--- config.mk ---
export PLATFORM = sky130hd
export DESIGN_NAME = decimal_operand_entry
export DESIGN_NICKNAME = d
export VERILOG_FILES = /design/src/rtl/decimal_operand_entry.sv
export SDC_FILE = /design/constraint.sdc
export NUM_CORES = 1
export LEC_CHECK = 0
export ABC_AREA = 1
export ABC_CLOCK_PERIOD_IN_PS = 5400
export BUFFER_PORTS_ARGS = -buffer_cell sky130_fd_sc_hd__clkbuf_2
export CORE_MARGIN = 4
export CORE_UTILIZATION = 61
export CTS_CLUSTER_SIZE = 28
export DETAILED_ROUTE_END_ITERATION = 7
export PLACE_DENSITY_LB_ADDON = 0.25
export RECOVER_POWER = 50
export SETUP_SLACK_MARGIN = 0.05
export SLEW_MARGIN = 5
export SYNTH_ARGS = -nofsm -noshare
export SYNTH_HDL_FRONTEND = slang
export SYNTH_SLANG_ARGS = --single-unit
--- constraint.sdc ---
create_clock -name clk -period 5.4 [get_ports clk]
set_input_delay 0.27 -clock clk [delete_from_list [all_inputs] [get_ports clk]]
set_output_delay 0.27 -clock clk [all_outputs]
set_load 0.01 [all_outputs]
--- src/rtl/decimal_operand_entry.sv ---
// Decimal operand entry: debounced ENTER/CLEAR/COMMIT buttons accumulate BCD digits
// into a binary operand that is committed, saturated to WIDTH bits, on COMMIT.
module decimal_operand_entry #(
    parameter int WIDTH           = 4,
    parameter int MAX_DIGITS      = 2,
    parameter int DEBOUNCE_CYCLES = 4,
    parameter int SYNC_STAGES     = 2,
    localparam int ACC_W = $clog2(10**MAX_DIGITS),
    localparam int CNT_W = $clog2(MAX_DIGITS+1)
) (
    input  logic             clk,
    input  logic             rst_n,
    input  logic [3:0]       digit_in,
    input  logic             enter_btn,
    input  logic             clear_btn,
    input  logic             commit_btn,
    output logic [WIDTH-1:0] operand,
    output logic             operand_valid,
    output logic [ACC_W-1:0] entry_value,
    output logic [CNT_W-1:0] digit_count,
    output logic             overflow,
    output logic             error
);

    localparam int DB_W = $clog2(DEBOUNCE_CYCLES+1);
    localparam logic [ACC_W-1:0] SAT_MAX = ACC_W'(2**WIDTH-1);

    localparam logic [1:0] IDLE  = 2'd0;
    localparam logic [1:0] ENTRY = 2'd1;
    localparam logic [1:0] FULL  = 2'd2;

    localparam int B_ENTER  = 0;
    localparam int B_CLEAR  = 1;
    localparam int B_COMMIT = 2;

    logic [2:0]             raw;
    logic [SYNC_STAGES-1:0] sync_q [3];
    logic [DB_W-1:0]        db_cnt [3];
    logic [2:0]             level;
    logic [2:0]             level_d;
    logic [2:0]             ev_q;

    assign raw = {commit_btn, clear_btn, enter_btn};

    // Level follows the synchronized input only after DEBOUNCE_CYCLES differing samples;
    // the event is a registered one-cycle pulse on its rising edge.
    always_ff @(posedge clk or negedge rst_n) begin
        if (!rst_n) begin
            for (int unsigned b = 0; b < 3; b++) begin
                sync_q[b] <= '0;
                db_cnt[b] <= '0;
            end
            level   <= '0;
            level_d <= '0;
            ev_q    <= '0;
        end else begin
            for (int unsigned b = 0; b < 3; b++) begin
                sync_q[b] <= {sync_q[b][SYNC_STAGES-2:0], raw[b]};
                if (sync_q[b][SYNC_STAGES-1] == level[b]) begin
                    db_cnt[b] <= '0;
                end else if (db_cnt[b] == DB_W'(DEBOUNCE_CYCLES-1)) begin
                    level[b]  <= sync_q[b][SYNC_STAGES-1];
                    db_cnt[b] <= '0;
                end else begin
                    db_cnt[b] <= db_cnt[b] + 1'b1;
                end
            end
            level_d <= level;
            ev_q    <= level & ~level_d;
        end
    end

    logic [1:0]       state, state_n;
    logic [ACC_W-1:0] acc_n;
    logic [CNT_W-1:0] cnt_n;
    logic [WIDTH-1:0] op_n;
    logic             vld_n;
    logic             err_n;
    logic [ACC_W+3:0] prod;
    logic [WIDTH-1:0] sat;

    always_comb begin
        prod = ({4'b0000, entry_value} * (ACC_W+4)'(10)) + (ACC_W+4)'(digit_in);
        sat  = (entry_value > SAT_MAX) ? SAT_MAX[WIDTH-1:0] : entry_value[WIDTH-1:0];
    end

    // Priority CLEAR > COMMIT > ENTER; lower-priority events in the same cycle are dropped.
    always_comb begin
        state_n = state;
        acc_n   = entry_value;
        cnt_n   = digit_count;
        op_n    = operand;
        vld_n   = 1'b0;
        err_n   = 1'b0;
        if (ev_q[B_CLEAR]) begin
            acc_n   = '0;
            cnt_n   = '0;
            state_n = IDLE;
        end else if (ev_q[B_COMMIT]) begin
            op_n    = sat;
            vld_n   = 1'b1;
            acc_n   = '0;
            cnt_n   = '0;
            state_n = IDLE;
        end else if (ev_q[B_ENTER]) begin
            if (state == FULL || digit_in > 4'd9) begin
                err_n = 1'b1;
            end else begin
                acc_n   = prod[ACC_W-1:0];
                cnt_n   = digit_count + 1'b1;
                state_n = (cnt_n == CNT_W'(MAX_DIGITS)) ? FULL : ENTRY;
            end
        end
    end

    always_ff @(posedge clk or negedge rst_n) begin
        if (!rst_n) begin
            state         <= IDLE;
            entry_value   <= '0;
            digit_count   <= '0;
            operand       <= '0;
            operand_valid <= 1'b0;
            overflow      <= 1'b0;
            error         <= 1'b0;
        end else begin
            state         <= state_n;
            entry_value   <= acc_n;
            digit_count   <= cnt_n;
            operand       <= op_n;
            operand_valid <= vld_n;
            overflow      <= (acc_n > SAT_MAX);
            error         <= err_n;
        end
    end

endmodule

==> out/metrics.csv, run 1 <==
stage,metric,value,unit
floorplanning,# IOs,25,
status,failing checks,"max-capacitance violations, max-slew violations",
clock_network,clk sinks,42,
timing,RSZ-0062 raised after global routing,no,
clock_network,Worst-Skew Late Latency,0.37,ns
setup_path,Crit path arrival time,2.48,ns
floorplanning,die height,64.06,um
setup_path,FF-to-FF path depth,12,
setup_path,crit-path max FO,6,
clock_network,Worst-path clk slew,0.14,ns
global_route,initial antenna violation count,0,
setup_path,cell family with most CP delay,adder cells,
setup_path,capture point of the worst reg-to-reg path,overflow,
clock_network,H-Tree Depth,2,
clock_network,Clock Root Buffer,clkbuf_4,
clock_network,CTS tree,built,
worst_hold_path,min-delay src,digit_in[0],
setup_path,"most used cell, CP",nand2_1,
floorplanning,Die Area,4103,sq um
clock_network,clk buf depth,2,
synthesis,Cells after Synth,195,
synthesis,Post-Synth Adder-Cell Area,0.09922,
setup_path,WP data required,5.67,ns
synthesis,syn_area_per_cell,9.830,sq um
pwr,P_leak,1.160,nW
timing,Max Transition Viols Final,43,
route,initial DRC count,51,
timing,Tmin final,2.206,ns
place,Placer Congestion,0.9486,
setup_path,Worst R2R Start,entry_value[1],
synthesis,distinct cell type count after synthesis,24,
synthesis,xor/xnor share of the synthesized area,0.01828,
setup_path,Crit. End Element,register,
floorplanning,Initial Util,0.6331,
floorplanning,row cnt,20,
timing,Highest Clock Rate,0.4532,GHz
route,WL per Instance,12.07,um
setup_path,WP buf/inv,2,
timing,part of the cycle the worst path needs,0.4086,
worst_hold_path,HP Class,in2reg,
setup_path,crit path cell chain,ha_1 > ha_1 > inv_1 > fa_1 > nor2_1 > nand3b_1 > nand2_1 > inv_1 > nand2_1 > nand3_1 > nand2_1 > nand2_1,
setup_path,Worst path max stage delay,0.48,ns
setup_path,"Slowest-stage cell, CP",dfrtp_1,
synthesis,mux cell area share after synthesis,0,
setup_path,CP Launch Type,register,
pwr,PD cells,534.5,nW/um^2
layout,Final Net Count,251,
timing,Least-Margin Pin Slew,2.071,ns
layout,Ant. Diodes,0,
route,via/cell ratio,5.106,
place,Port Buf Inserts,24,
synthesis,largest family of logic cells by synthesized area,simple AND/OR/NAND/NOR gates,
clock_network,number of CTS-inserted buffers,5,
route,TritonRoute pass-1 iters,4,
route,drt drc,0,
status,status,"finished, violations left",
place,Detail Placement HPWL,2578,um
floorplanning,Die Wd,64.06,um
floorplanning,area of the core,3028,sq um
route,DR vias,1394,
clock_network,Post-CTS Setup Inserts,0,
global_route,first-pass GRT wire length,5982,um
route,Post-DRT Antenna Nets,0,
timing,final setup vio count,0,
layout,Util after Layout,0.7186,
synthesis,synth warn,0,
global_route,largest net degree at the start of global routing,43,
route,final WL,3295,um
setup_path,critical path class,reg2reg,
layout,area grow syn2layout,13.51,%
synthesis,register area share after synthesis,0.5483,
timing,Worst slew margin,-0.3806,
synthesis,Netlist Area Pre-Place,1917,sq um
timing,worst clock skew,0.01730,ns
synthesis,Seq cells post-synth,42,
global_route,vias in the first global route,1379,
pwr,maximum vdd drop,301.2,uV
flow_run,max-cap viol count,1,
layout,layout cells sized above 1,0.1747,
global_route,total gr overflow,0,
global_route,Total GRT Usage,0.1900,
worst_hold_path,depth of the worst hold-timing path,3,
synthesis,Synth Area in Compound Gates,0.06332,
worst_hold_path,Worst Hold Path EP,entry_value[0],
synthesis,Simple-Gate Fraction of Synth Area,0.2161,
setup_path,Reg2Reg Setup Slack,3.19,ns
synthesis,Syn Nets,218,
pwr,Power Total,1.163,mW
timing,setup TNS,0,ns
timing,"Hold Vio Cnt, Final",0,
-- power by group --
group	internal [mW]	switching [mW]	total (mW)
Combinational	0.195	0.297	0.492
Clock	0.0531	0.111	0.164
Sequential	0.421	0.0858	0.507
Total	0.669	0.494	1.16
-- area by class of cell --
cell class,count,area (sq um)
clock buffers,5,37.54
repair buffers,27,148.9
inverters,26,97.59
multi-input cells,126,760.7
well taps,44,55.05
fillers,240,852.1
clock inverters,3,25.02
flip-flops and latches,42,1051
-- synth_stat cells, drive strengths merged --
master,instances,area (sq um)
nand4,2,27.53
nand3,13,87.59
fa,2,40.04
ha,12,150.1
xnor2,4,35.03
nand3b,1,7.510
a41oi,1,8.760
o22ai,3,18.77
a21oi,5,25.02
buf,1,7.510
dfrtp,42,1051
o21ai,10,68.82
inv,26,97.59
nor3,3,15.01
nor2,17,66.32
nand2,50,187.7
nor3b,3,22.52
-- how the worst max path moves through the flow --
stage | start | endpoint | slack (ns) | cells past startpoint
detailed placement | entry_value[1] | overflow | 3.18 | 12
floorplan | entry_value[1] | overflow | 3.31 | 12
finish | entry_value[1] | overflow | 3.19 | 12
CTS | entry_value[1] | overflow | 3.18 | 12
global route | entry_value[1] | overflow | 3.04 | 12
global placement | entry_value[1] | overflow | 3.29 | 12
-- cell families after synthesis --
kind of cell	after synthesis
fa+ha+maj	14
flops	42
simple gates	89
buf+inv	27
compound gates	19
xor+xnor	4
-- placed cells by master (no fill, tap or decap), types with 2 or more instances in the layout --
| cell | count |
|---|---|
| nand2_1 | 50 |
| dfrtp_1 | 42 |
| inv_1 | 25 |
| clkbuf_2 | 23 |
| nor2_1 | 16 |
| ha_1 | 12 |
| nand3_1 | 10 |
| o21ai_0 | 7 |
| a21oi_1 | 5 |
| clkbuf_4 | 5 |
| xnor2_1 | 4 |
| nor3b_1 | 3 |
| o22ai_1 | 3 |
| nor3_1 | 3 |
| dlygate4sd3_1 | 3 |
| nand3_2 | 2 |
| o21ai_2 | 2 |
| fa_1 | 2 |
-- worst reg2reg max path, cell delays in order (launching register included) --
cell,delay (ns)
dfrtp_1,0.48
ha_1,0.33
ha_1,0.19
inv_1,0.07
fa_1,0.45
nor2_1,0.17
nand3b_1,0.10
nand2_1,0.08
inv_1,0.04
nand2_1,0.04
nand3_1,0.06
nand2_1,0.07
nand2_1,0.05
-- stage by stage --
stage | instances | setup WS, ns | instance area [sq um] | hold WS (ns)
detailed placement | 262 | 3.175 | 2085 | 0.3356
global placement | 262 | 3.288 | 2085 | 0.3342
CTS | 273 | 3.178 | 2177 | 0.06547
floorplan | 195 | 3.313 | 1917 | -0.02559
finish | 273 | 3.194 | 2176 | 0.1066
global route | 273 | 3.036 | 2176 | 0.1071
-- state kept, by name, summed over array words and instances, names as in the netlist --
name,count
level_d,3
operand,4
level,3
error,1
digit_count,2
sync_q,6
overflow,1
operand_valid,1
state,2
ev_q,3
entry_value,7
db_cnt,9
-- repair_timing --
item                      CTS  global route
resized for setup           0             0
hold buffers                3             0
hold endpoints to repair    3             0
-- routing by layer --
layer | GRT usage | vias to the layer above | wire [um]
met5 | 0 | - | 0
met4 | 0.07278 | 0 | 58
met3 | 0.04745 | 7 | 152
met2 | 0.3290 | 33 | 1728
met1 | 0.2263 | 659 | 1355
li1 | - | 695 | -
(Power assumes the default switching activity.)
==> run 2: changes to the inputs <==
--- a/config.mk
+++ b/config.mk
@@ -6,10 +6,10 @@
 export NUM_CORES = 1
 export LEC_CHECK = 0
 export ABC_AREA = 1
-export ABC_CLOCK_PERIOD_IN_PS = 5400
+export ABC_CLOCK_PERIOD_IN_PS = 2000
 export BUFFER_PORTS_ARGS = -buffer_cell sky130_fd_sc_hd__clkbuf_2
 export CORE_MARGIN = 4
-export CORE_UTILIZATION = 61
+export CORE_UTILIZATION = 51
 export CTS_CLUSTER_SIZE = 28
 export DETAILED_ROUTE_END_ITERATION = 7
 export PLACE_DENSITY_LB_ADDON = 0.25
==> constraint.sdc (replaced) <==
create_clock -name clk -period 2 [get_ports clk]
set_input_delay 0.1 -clock clk [delete_from_list [all_inputs] [get_ports clk]]
set_output_delay 0.1 -clock clk [all_outputs]
set_load 0.01 [all_outputs]
==> out/metrics.csv, run 2 (same netlist as run 1, synthesis figures left out) <==
stage,metric,value,unit
clock_network,H-Tree Depth,2,
clock_network,Clock Root Buffer,clkbuf_8,
timing,Worst slew margin,0.06304,
timing,Worst Hold Margin,0.01649,ns
layout,Ant. Diodes,0,
pwr,PD cells,1479,nW/um^2
worst_hold_path,HP Class,in2reg,
timing,worst clock skew,0.005860,ns
place,Port Buf Inserts,24,
clock_network,clk sinks,42,
route,WL per Instance,11.55,um
clock_network,Worst-path clk slew,0.08,ns
route,drt drc,0,
place,Setup WS pre-CTS,-0.02329,ns
timing,part of the cycle the worst path needs,0.9916,
timing,Least-Margin Pin Slew,1.405,ns
floorplanning,Die Area,4803,sq um
clock_network,Worst-Skew Late Latency,0.29,ns
setup_path,"most used cell, CP",nand2_1,
route,initial DRC count,59,
floorplanning,area of the core,3633,sq um
layout,"commonest non-fill, non-tap cell in the layout",nand2_1,
status,status,finished clean,
layout,Largest regs,"db_cnt x9, entry_value x7, sync_q x6",
layout,"commonest cells after routing, fill and taps aside","nand2_1, dfrtp_1, inv_1, nor2_1, clkbuf_2",
timing,RSZ-0062 raised after global routing,yes,
floorplanning,# IOs,25,
setup_path,WP data required,2.19,ns
timing,"Hold Vio Cnt, Final",0,
clock_network,CTS tree,built,
layout,Final Net Count,261,
layout,most flop-heavy register,db_cnt,
global_route,largest net degree at the start of global routing,28,
pwr,maximum vdd drop,748.3,uV
clock_network,cts repair resizes,0,
route,via/cell ratio,4.822,
place,Placer Congestion,0.8641,
pwr,Clock Power Share,0.159,
setup_path,crit path cell chain,ha_4 > ha_4 > inv_2 > fa_1 > nor2_1 > nand3b_1 > nand2_1 > inv_1 > nand2_1 > nand3_1 > nand2_1 > nand2_1,
floorplanning,row cnt,22,
route,DR vias,1384,
global_route,first-pass GRT wire length,5782,um
layout,Filler Cells Inserted,314,
timing,final worst slack,0.01679,ns
layout,area grow syn2layout,20.17,%
setup_path,critical path class,reg2reg,
floorplanning,die height,69.31,um
timing,Tmin final,1.983,ns
pwr,Logic pwr share,0.450,
clock_network,number of CTS-inserted buffers,5,
layout,Sequential Area,1054,sq um
timing,Highest Clock Rate,0.5042,GHz
floorplanning,Die Wd,69.31,um
place,placed cell area,2177,sq um
layout,Finished Cell Area,2303,sq um
timing,Max Transition Viols Final,0,
setup_path,"Slowest-stage cell, CP",fa_1,
layout,Util after Layout,0.6340,
timing,final setup vio count,0,
layout,layout cells sized above 1,0.1841,
clock_network,clk buf depth,2,
pwr,switching share of power,0.3933,
route,TritonRoute pass-1 iters,4,
layout,Multi-input gate area,785.8,sq um
place,Detail Placement HPWL,2578,um
pwr,P_leak,1.189,nW
setup_path,Crit. End Element,register,
route,final WL,3314,um
setup_path,CP Launch Type,register,
pwr,Pint,2.067,mW
global_route,vias in the first global route,1345,
floorplanning,Initial Util,0.5275,
global_route,Total GRT Usage,0.1535,
setup_path,Worst path max stage delay,0.46,ns
route,Post-DRT Antenna Nets,0,
setup_path,crit-path max FO,2,
pwr,Reg power frac,0.390,
setup_path,Crit path arrival time,2.17,ns
global_route,total gr overflow,0,
timing,setup TNS,0,ns
pwr,Net Sw Power,1.340,mW
global_route,initial antenna violation count,0,
flow_run,max-cap viol count,0,
layout,max reg flops,9,
run 2: changes by cell type in the layout (fill, tap and decap cells not counted), moves of 5 or more:
cell,delta
clkbuf_2,-9
clkbuf_1,+10
clkbuf_4,-5
clkbuf_8,+6
buf_4,+9
run 2: path summary, 6_finish.rpt:
| path | end | cells after the start | start | slack, ns |
|---|---|---|---|---|
| setup / recovery | overflow | 12 | entry_value[3] | 0.02 |
| hold / removal | entry_value[0] | 3 | digit_in[0] | 0.02 |
| setup reg to reg | overflow | 12 | entry_value[3] | 0.02 |
| hold reg to reg | sync_q[3] | 0 | sync_q[2] | 0.35 |
| max in group asynchronous | entry_value[1] | 2 | rst_n | 0.42 |
| min in group asynchronous | operand_valid | 2 | rst_n | 0.66 |
run 2: timing repair:
item | 4_1_cts | 5_1_grt
endpoints found under the setup margin | 2 | 2
pin swaps | 4 | 1
endpoints found under the hold margin | 28 | 0
hold buffers | 4 | 0
setup buffers | 1 | 0
run 2: critical path, delay by kind of cell (launching register included):
kind	cells	cell delay (ns)
flops	1	0.42
fa+ha+maj	3	0.84
simple gates	7	0.54
buf+inv	2	0.07
run 2: final cells by class:
class	instances	share of cell area
inverters	26	0.04237
clock inverters	1	0.002173
multi-input cells	126	0.3411
clock buffers	7	0.03748
repair buffers	37	0.09343
well taps	48	0.02607
flip-flops and latches	42	0.4574
run 2: metal layers:
metal / global-route usage / vias to the layer above / wire, um
met5: 0 / - / 0
met4: 0.06508 / 0 / 59
met3: 0.05362 / 5 / 149
met2: 0.2447 / 24 / 1530
met1: 0.1889 / 643 / 1574
li1: - / 712 / -
run 2: power by group through the flow:
stage / Combinational (mW) / Clock (mW) / Sequential, mW
6_report: 1.53 / 0.543 / 1.33
5_1_grt: 1.77 / 0.608 / 1.37
4_1_cts: 1.56 / 0.567 / 1.33
3_5_place_dp: 1.53 / 0 / 1.35
3_3_place_gp: 1.51 / 0 / 1.34
2_1_floorplan: 0.975 / 0 / 1.41
run 2: per-stage QoR:
| step | instances | total power [mW] |
|---|---|---|
| floorplan | 195 | 2.386 |
| global placement | 274 | 2.852 |
| detailed placement | 274 | 2.878 |
| CTS | 287 | 3.465 |
| global route | 287 | 3.751 |
| finish | 287 | 3.406 |
